$ cat src/rtl/pipeline_stall_controller.sv
// -----------------------------------------------------------------------------
// pipeline_stall_controller
//
// Consumer side of the hazard detector. Turns hazard vectors, stall requests,
// the EX-stage flush request and the I/D-cache ready handshakes into pipeline
// register enables, bubble/flush controls and forwarding mux selects.
// It also tracks a wrong-path fetch that is still in flight when a flush lands
// during an I-cache miss, and keeps saturating stall/flush perf counters.
//
// Control outputs are combinational (same cycle as the inputs). Only the
// fetch-kill flag and the two counters are registered.
//
// Ports
//   clk               in   core clock, state updates on posedge
//   reset_n           in   asynchronous active-low reset
//   hazard_signal_if  in   [2:0] {wb,mem,ex} rs hazards for JPR/JRL in IF
//   hazard_signal_id  in   {rt_wb,rt_mem,rt_ex,rs_wb,rs_mem,rs_ex} in ID
//   stall             in   load-use stall request
//   stall_pc          in   JPR/JRL in IF waits for its rs value
//   flush_req         in   EX resolved a taken/mispredicted control transfer
//   i_mem_ready       in   I-cache delivers the fetched word this cycle
//   d_mem_ready       in   D-cache access in MEM complete
//   pc_write .. memwb_bubble  out  pipeline register enables / bubbles
//   fwd_rs_sel, fwd_rt_sel, fwd_jr_sel  out  0 regfile, 1 EX, 2 MEM, 3 WB
//   stall_cycles      out  cycles with pc_write=0, saturating
//   flush_count       out  accepted flushes, saturating
// -----------------------------------------------------------------------------
module pipeline_stall_controller #(
   parameter int CNT_W = 16
) (
   input  logic             clk,
   input  logic             reset_n,
   input  logic [5:0]       hazard_signal_if,
   input  logic [5:0]       hazard_signal_id,
   input  logic             stall,
   input  logic             stall_pc,
   input  logic             flush_req,
   input  logic             i_mem_ready,
   input  logic             d_mem_ready,
   output logic             pc_write,
   output logic             ifid_write,
   output logic             ifid_flush,
   output logic             idex_write,
   output logic             idex_bubble,
   output logic             exmem_write,
   output logic             memwb_bubble,
   output logic [1:0]       fwd_rs_sel,
   output logic [1:0]       fwd_rt_sel,
   output logic [1:0]       fwd_jr_sel,
   output logic [CNT_W-1:0] stall_cycles,
   output logic [CNT_W-1:0] flush_count
);

   // Which priority row is active this cycle (first match wins).
   typedef enum logic [2:0] {
      ROW_RESET    = 3'd0,
      ROW_FREEZE   = 3'd1,
      ROW_FLUSH    = 3'd2,
      ROW_STALL    = 3'd3,
      ROW_KILL     = 3'd4,
      ROW_IMISS    = 3'd5,
      ROW_STALL_PC = 3'd6,
      ROW_RUN      = 3'd7
   } row_t;

   row_t             row_s;
   logic             fetch_kill_r;
   logic             fetch_kill_s;
   logic [CNT_W-1:0] stall_cycles_r;
   logic [CNT_W-1:0] stall_cycles_s;
   logic [CNT_W-1:0] flush_count_r;
   logic [CNT_W-1:0] flush_count_s;
   logic             unused_if_bits_s;

   // Upper IF hazard bits carry no information for the jump-register path.
   assign unused_if_bits_s = ^hazard_signal_if[5:3];

   // Priority select among EX > MEM > WB hazards for one operand.
   function automatic logic [1:0] fwd_sel(input logic [2:0] haz);
      logic [1:0] sel;
      if (haz[0]) begin
         sel = 2'd1;
      end else if (haz[1]) begin
         sel = 2'd2;
      end else if (haz[2]) begin
         sel = 2'd3;
      end else begin
         sel = 2'd0;
      end
      return sel;
   endfunction

   // Saturating increment: counters stick at all-ones.
   function automatic logic [CNT_W-1:0] sat_inc(input logic [CNT_W-1:0] val);
      logic [CNT_W-1:0] res;
      if (val == {CNT_W{1'b1}}) begin
         res = val;
      end else begin
         res = val + {{(CNT_W-1){1'b0}}, 1'b1};
      end
      return res;
   endfunction

   // Fetch-kill flag and perf counter registers.
   always_ff @(posedge clk or negedge reset_n) begin
      if (!reset_n) begin
         fetch_kill_r   <= 1'b0;
         stall_cycles_r <= {CNT_W{1'b0}};
         flush_count_r  <= {CNT_W{1'b0}};
      end else begin
         fetch_kill_r   <= fetch_kill_s;
         stall_cycles_r <= stall_cycles_s;
         flush_count_r  <= flush_count_s;
      end
   end

   // Priority decode of the current cycle's event.
   always_comb begin
      row_s = ROW_RUN;
      if (!reset_n) begin
         row_s = ROW_RESET;
      end else if (!d_mem_ready) begin
         // Flush is deliberately ignored here: ID/EX is frozen and the
         // datapath keeps asserting flush_req until it can be taken.
         row_s = ROW_FREEZE;
      end else if (flush_req) begin
         row_s = ROW_FLUSH;
      end else if (stall) begin
         row_s = ROW_STALL;
      end else if (fetch_kill_r && i_mem_ready) begin
         row_s = ROW_KILL;
      end else if (!i_mem_ready) begin
         row_s = ROW_IMISS;
      end else if (stall_pc) begin
         row_s = ROW_STALL_PC;
      end else begin
         row_s = ROW_RUN;
      end
   end

   // Pipeline enables, bubbles and forwarding selects.
   always_comb begin
      pc_write     = 1'b1;
      ifid_write   = 1'b1;
      ifid_flush   = 1'b0;
      idex_write   = 1'b1;
      idex_bubble  = 1'b0;
      exmem_write  = 1'b1;
      memwb_bubble = 1'b0;
      case (row_s)
         ROW_RESET: begin
            pc_write     = 1'b0;
            ifid_write   = 1'b0;
            ifid_flush   = 1'b1;
            idex_write   = 1'b0;
            idex_bubble  = 1'b1;
            exmem_write  = 1'b0;
            memwb_bubble = 1'b1;
         end
         ROW_FREEZE: begin
            pc_write     = 1'b0;
            ifid_write   = 1'b0;
            idex_write   = 1'b0;
            exmem_write  = 1'b0;
            memwb_bubble = 1'b1;
         end
         ROW_FLUSH: begin
            pc_write    = 1'b1;
            ifid_flush  = 1'b1;
            idex_bubble = 1'b1;
         end
         ROW_STALL: begin
            pc_write    = 1'b0;
            ifid_write  = 1'b0;
            idex_bubble = 1'b1;
         end
         ROW_KILL: begin
            // PC already holds the flush target; drop the stale word.
            pc_write   = 1'b0;
            ifid_flush = 1'b1;
         end
         ROW_IMISS: begin
            pc_write   = 1'b0;
            ifid_flush = 1'b1;
         end
         ROW_STALL_PC: begin
            pc_write   = 1'b0;
            ifid_flush = 1'b1;
         end
         ROW_RUN: begin
            pc_write = 1'b1;
         end
         default: begin
            pc_write = 1'b1;
         end
      endcase

      if (reset_n) begin
         fwd_rs_sel = fwd_sel(hazard_signal_id[2:0]);
         fwd_rt_sel = fwd_sel(hazard_signal_id[5:3]);
         fwd_jr_sel = fwd_sel(hazard_signal_if[2:0]);
      end else begin
         fwd_rs_sel = 2'd0;
         fwd_rt_sel = 2'd0;
         fwd_jr_sel = 2'd0;
      end
   end

   // Next state of the wrong-path fetch flag and the perf counters.
   always_comb begin
      fetch_kill_s   = fetch_kill_r;
      stall_cycles_s = stall_cycles_r;
      flush_count_s  = flush_count_r;
      case (row_s)
         ROW_FLUSH: begin
            // A fetch still outstanding at flush time is for the old path.
            fetch_kill_s  = !i_mem_ready;
            flush_count_s = sat_inc(flush_count_r);
         end
         ROW_KILL: begin
            fetch_kill_s = 1'b0;
         end
         default: begin
            fetch_kill_s = fetch_kill_r;
         end
      endcase
      if (!pc_write) begin
         stall_cycles_s = sat_inc(stall_cycles_r);
      end else begin
         stall_cycles_s = stall_cycles_r;
      end
   end

   assign stall_cycles = stall_cycles_r;
   assign flush_count  = flush_count_r;

endmodule

$ cat config.mk
export PLATFORM = sky130hd
export DESIGN_NAME = pipeline_stall_controller
export DESIGN_NICKNAME = d
export VERILOG_FILES = /design/src/rtl/pipeline_stall_controller.sv
export SDC_FILE = /design/constraint.sdc
export NUM_CORES = 1
export LEC_CHECK = 0
export BUFFER_PORTS_ARGS = -buffer_cell sky130_fd_sc_hd__buf_2
export CAP_MARGIN = 15
export CORE_ASPECT_RATIO = 1.1
export CORE_MARGIN = 1.5
export CORE_UTILIZATION = 53
export CTS_CLUSTER_DIAMETER = 50
export DETAILED_ROUTE_END_ITERATION = 8
export PLACE_DENSITY = 0.84
export SYNTH_ARGS = -nofsm -noshare
export SYNTH_HDL_FRONTEND = slang
export SYNTH_SLANG_ARGS = --single-unit
$ cat constraint.sdc
create_clock -name clk -period 4.9 [get_ports clk]
set_clock_uncertainty 0.2 [all_clocks]
set_input_delay 0.735 -clock clk [delete_from_list [all_inputs] [get_ports clk]]
set_output_delay 0.735 -clock clk [all_outputs]
set_load 0.03 [all_outputs]
# Yosys cells after proc, flatten, opt, wreduce, memory -nomap -nowiden
# Index checks and enable logic that the tools add are counted.
# Widths: inputs -> output; s select.
# word_totals
inputBits	19
output_inout_bits	45
elab_cells	55
reg_bits	33
# classes
muxes	26
n_eq_ne	9
bitwise_logic	3
n_reduce_logical	12
add_sub_neg	2
# ops
op	count
$add 16x1->16 const B	2
$eq 16x16->1 const B	2
$mux 2	14
$eq 3x3->1 const B	4
$mux 3	4
$eq 3x2->1 const B	2
$mux 1	6
$reduce_or 3->1	2
$reduce_or 6->1	1
$reduce_or 5->1	1
$pmux 1 s2	2
$reduce_and 2->1	2
$reduce_or 2->1	2
$eq 3x1->1 const B	1
$logic_not 3->1	1
$not 1->1	3
$reduce_bool 2->1	1
$logic_and 1x1->1	1
$logic_not 1->1	1

# Longest topological paths before layout
# logic_depth
depth_word	12
depth_mapped	6
mapped_depth_nobuf	5

# Worst setup path before layout
# OpenSTA, ideal clock, no wires.
# synth_path
kind	in2out
from	input reset_n
to	output ifid_write
path_stages	4
t_arrival_ns	1.763
required_ns	3.965
slack_ns	2.202
n_path_buf	1
cell_sequence	buf_2 nand2_1 inv_1 o21a_1
# synth_via
elab_chain_cells	4
word_cells_on_any_way	6
classes_between	eq/ne: 2; mux: 2; reduce/logical: 2
# synth_lines
item	line	rtl
start, declared	32	input logic reset_n,
$mux 3 *	120	if (!reset_n) begin
$eq 3x2->1 (tied with other cells)	150	case (row_s)
$reduce_or 3->1 (no line) *	-	
$mux 1 *	150	
end, declared	41	output logic ifid_write,
# Every way passes the cells marked *; elsewhere a longest branch is shown, timed or not.

# Worst setup path after layout
# Same ends and word-level chain as after synthesis.

==> results.cfg <==
[place]
place.gp.congestion = 0.864
hpwl_mm = 2.96
io_buffers = 60

[floorplanning]
die_h_um = 64.4
rows = 22
start_util_pct = 55.0
die-width_um = 58.8
io_pins = 64
dieArea_um2 = 3790
core_area_um2 = 3300

[clocking]
cts_tree = yes
root_buffer = clkbuf_4
path_clk_slew_ns = 0.10
cts_buffer_depth = 2
clock_latency_ns = 0.34
hold_buffers = 0
cts_buffers = 5
cts_resized = 0
htreeDepth = 2
clock-sinks = 33
cts_setup_buffers = 0

[pwr]
vdd_ir_drop_max_uv = 288
switchingPower_mw = 0.373
p_per_area_nw_per_um2 = 414
pwr-share-clk_pct = 23.4
p_int_mw = 0.553
swShare_pct = 40.3
leakage_nw = 1.21
seqPwrFrac_pct = 42.5
combPwrFrac_pct = 34.1

[global_route]
antenna_found_initial = 0
grt_max_degree = 36
track_usage_pct = 22.5
grt_pass1_vias = 1487
grt_pass1_wl_mm = 6.58
grt_overflow_total = 0

[sta]
period_needed_ns = 2.90
min_period_over_period_pct = 59.2
slew_headroom_pct = 59.2
holdWs_ns = 0.0534
finalSetupViolations = 0
clock.fmax_mhz = 345
final_hold_viol_count = 0
fin_tns_setup_ns = 0
worst_slew_pin_slew_ns = 0.603
grt_setup_unrepaired = no
maxSlewViolCount = 0

[synthesis]
synth_area_per_cell_um2 = 10.3
synthDistinctLibCells = 36
ys.warnings.count = 0
synth_nets = 198
synth_flop_cell = dfrtp_1
yosys_register_bits = 33
async_reset_ff_share_pct = 100
synth_edf_count = 0
syn-cell-area_um2 = 1820
syn_inst = 177
yosysSeqAreaShare_pct = 45.4

[critical_path]
path_buf_inv = 4
critPathTopFamily = buffers and inverters
crit_fanout = 35
worstPathRequired_ns = 3.96
crit_chain = buf_2 -> buf_4 -> nand2_1 -> inv_1 -> o21a_1 -> buf_2
path_common_cell = buf_2
max_stage_delay_ns = 0.43
arrival_ns = 1.96
path_class = in -> out
end_kind = output pin
start_kind = input port
crit_slowest_cell = buf_4

[final_layout]
nNetsFinal = 263
area_delta_synth_final_pct = 23.1
fill_cells = 258
antennaDiodeCount = 0
multi_input_area_um2 = 952
drive_gt1_share_pct = 33.7
seqCellArea_um2 = 826

[outcome]
run_status = complete, no violations

[job]
drv_cap = 0

[drt]
viasPerCell = 5.81
drc = 0
wl_per_cell_um = 14.2
wl_mm = 3.97
drtIter0Drc = 66
drtAntennaViolNets = 0
firstDrtPassIters = 4
vias = 1620

[worst_hold_path]
hp-class = in -> async
## sequential cells by signal, summed over array words and instances (netlist names)
name and cells:
fetch_kill_r 1, flush_count 16, stall_cycles 16
## cell type report
class                   instances  area share, %
multi-input cells             135           42.5
well taps                      36           2.01
inverters                       6           1.01
repair buffers                 61           13.8
flip-flops and latches         33           36.9
clock inverters                 1           1.34
clock buffers                   7           2.46
## stage by stage
stage          total power, mW  area (um^2)  cells  setup slack [ns]  util (%)
5_1_grt                  0.978         2240    279              1.87      67.8
3_3_place_gp             0.706         2150    271              1.97      65.2
4_1_cts                  0.932         2240    279              1.95      67.8
2_1_floorplan            0.610         1820    177              2.20         -
6_report                 0.926         2240    279              2.00      67.8
3_5_place_dp             0.715         2150    271              1.96      65.2
## path summary, 6_finish.rpt
| path | startpoint | to | slack, ns | cells past startpoint |
|---|---|---|---|---|
| worst max-delay path | reset_n | ifid_write | 2.00 | 6 |
| worst min-delay path | reset_n | flush_count[6] | 0.05 | 1 |
| worst max register to register | flush_count[0] | flush_count[11] | 2.89 | 5 |
| worst min register to register | flush_count[5] | flush_count[5] | 0.32 | 1 |
| max in group asynchronous | reset_n | flush_count[3] | 3.76 | 2 |
| min in group clk | flush_count[5] | flush_count[5] | 0.32 | 1 |
## cells by family (layout without fill, tap and decap cells)
family                     after synthesis  count (layout)  synth area share (%)
adders and majority gates                2               2                  1.38
xor gates and xnor gates                24              24                  11.6
AOI/OAI and AO/OA                       18              18                  6.19
muxes                                    5               5                  3.10
buffers and inverters                    9              75                  2.20
and+or+nand+nor                         86              86                  30.1
DFF                                     33              33                  45.4
## layout by cell type, fill, tap and decap left out, types with 2 or more instances in the layout
cell type  instances
nand2_1           10
ha_1               2
o21ai_0            6
and4_1             2
xor2_1            20
mux2_2             5
clkbuf_4           5
a21oi_1            3
nor3b_1            5
nand4_2            3
nor2_1            12
nand3_1           10
dfrtp_1           33
nor4_1             3
buf_2             60
nand4_1           10
nor3_1             7
xnor2_1            4
nor4_4             2
o31ai_1            2
inv_1              6
o21a_1             4
and3_1             5
nor2b_1            3
nor4b_1            6
## cell usage after synthesis, types with 2 or more instances
library cell  count  area (um^2)
a21oi_1           3         15.0
and3_1            5         31.3
and4_1            2         17.5
buf_2             2         10.0
dfrtp_1          33          826
ha_1              2         25.0
inv_1             6         22.5
mux2_2            5         56.3
nand2_1          10         37.5
nand3_1          10         50.1
nand4_1          10         62.6
nand4_2           3         37.5
nor2_1           12         45.0
nor2b_1           3         18.8
nor3_1            7         35.0
nor3b_1           5         37.5
nor4_1            3         18.8
nor4_4            2         42.5
nor4b_1           6         52.6
o21a_1            4         30.0
o21ai_0           6         30.0
o31ai_1           2         15.0
xnor2_1           4         35.0
xor2_1           20          175
## power by group through the flow
stage | clock [mW] | sequential [mW] | combinational (mW)
3_5_place_dp | 0 | 0.399 | 0.316
5_1_grt | 0.233 | 0.404 | 0.340
3_3_place_gp | 0 | 0.396 | 0.310
2_1_floorplan | 0 | 0.488 | 0.122
4_1_cts | 0.221 | 0.393 | 0.318
6_report | 0.217 | 0.393 | 0.316
## routing by layer
| layer | up-vias | GRT usage (%) | routed length, um |
|---|---|---|---|
| met5 | - | 0 | 0 |
| met4 | 0 | 7.39 | 47 |
| met3 | 5 | 5.79 | 160 |
| met2 | 52 | 37.2 | 2010 |
| met1 | 784 | 28.4 | 1760 |
| li1 | 779 | - | - |
Note: power is estimated with default switching activity, not from simulation.
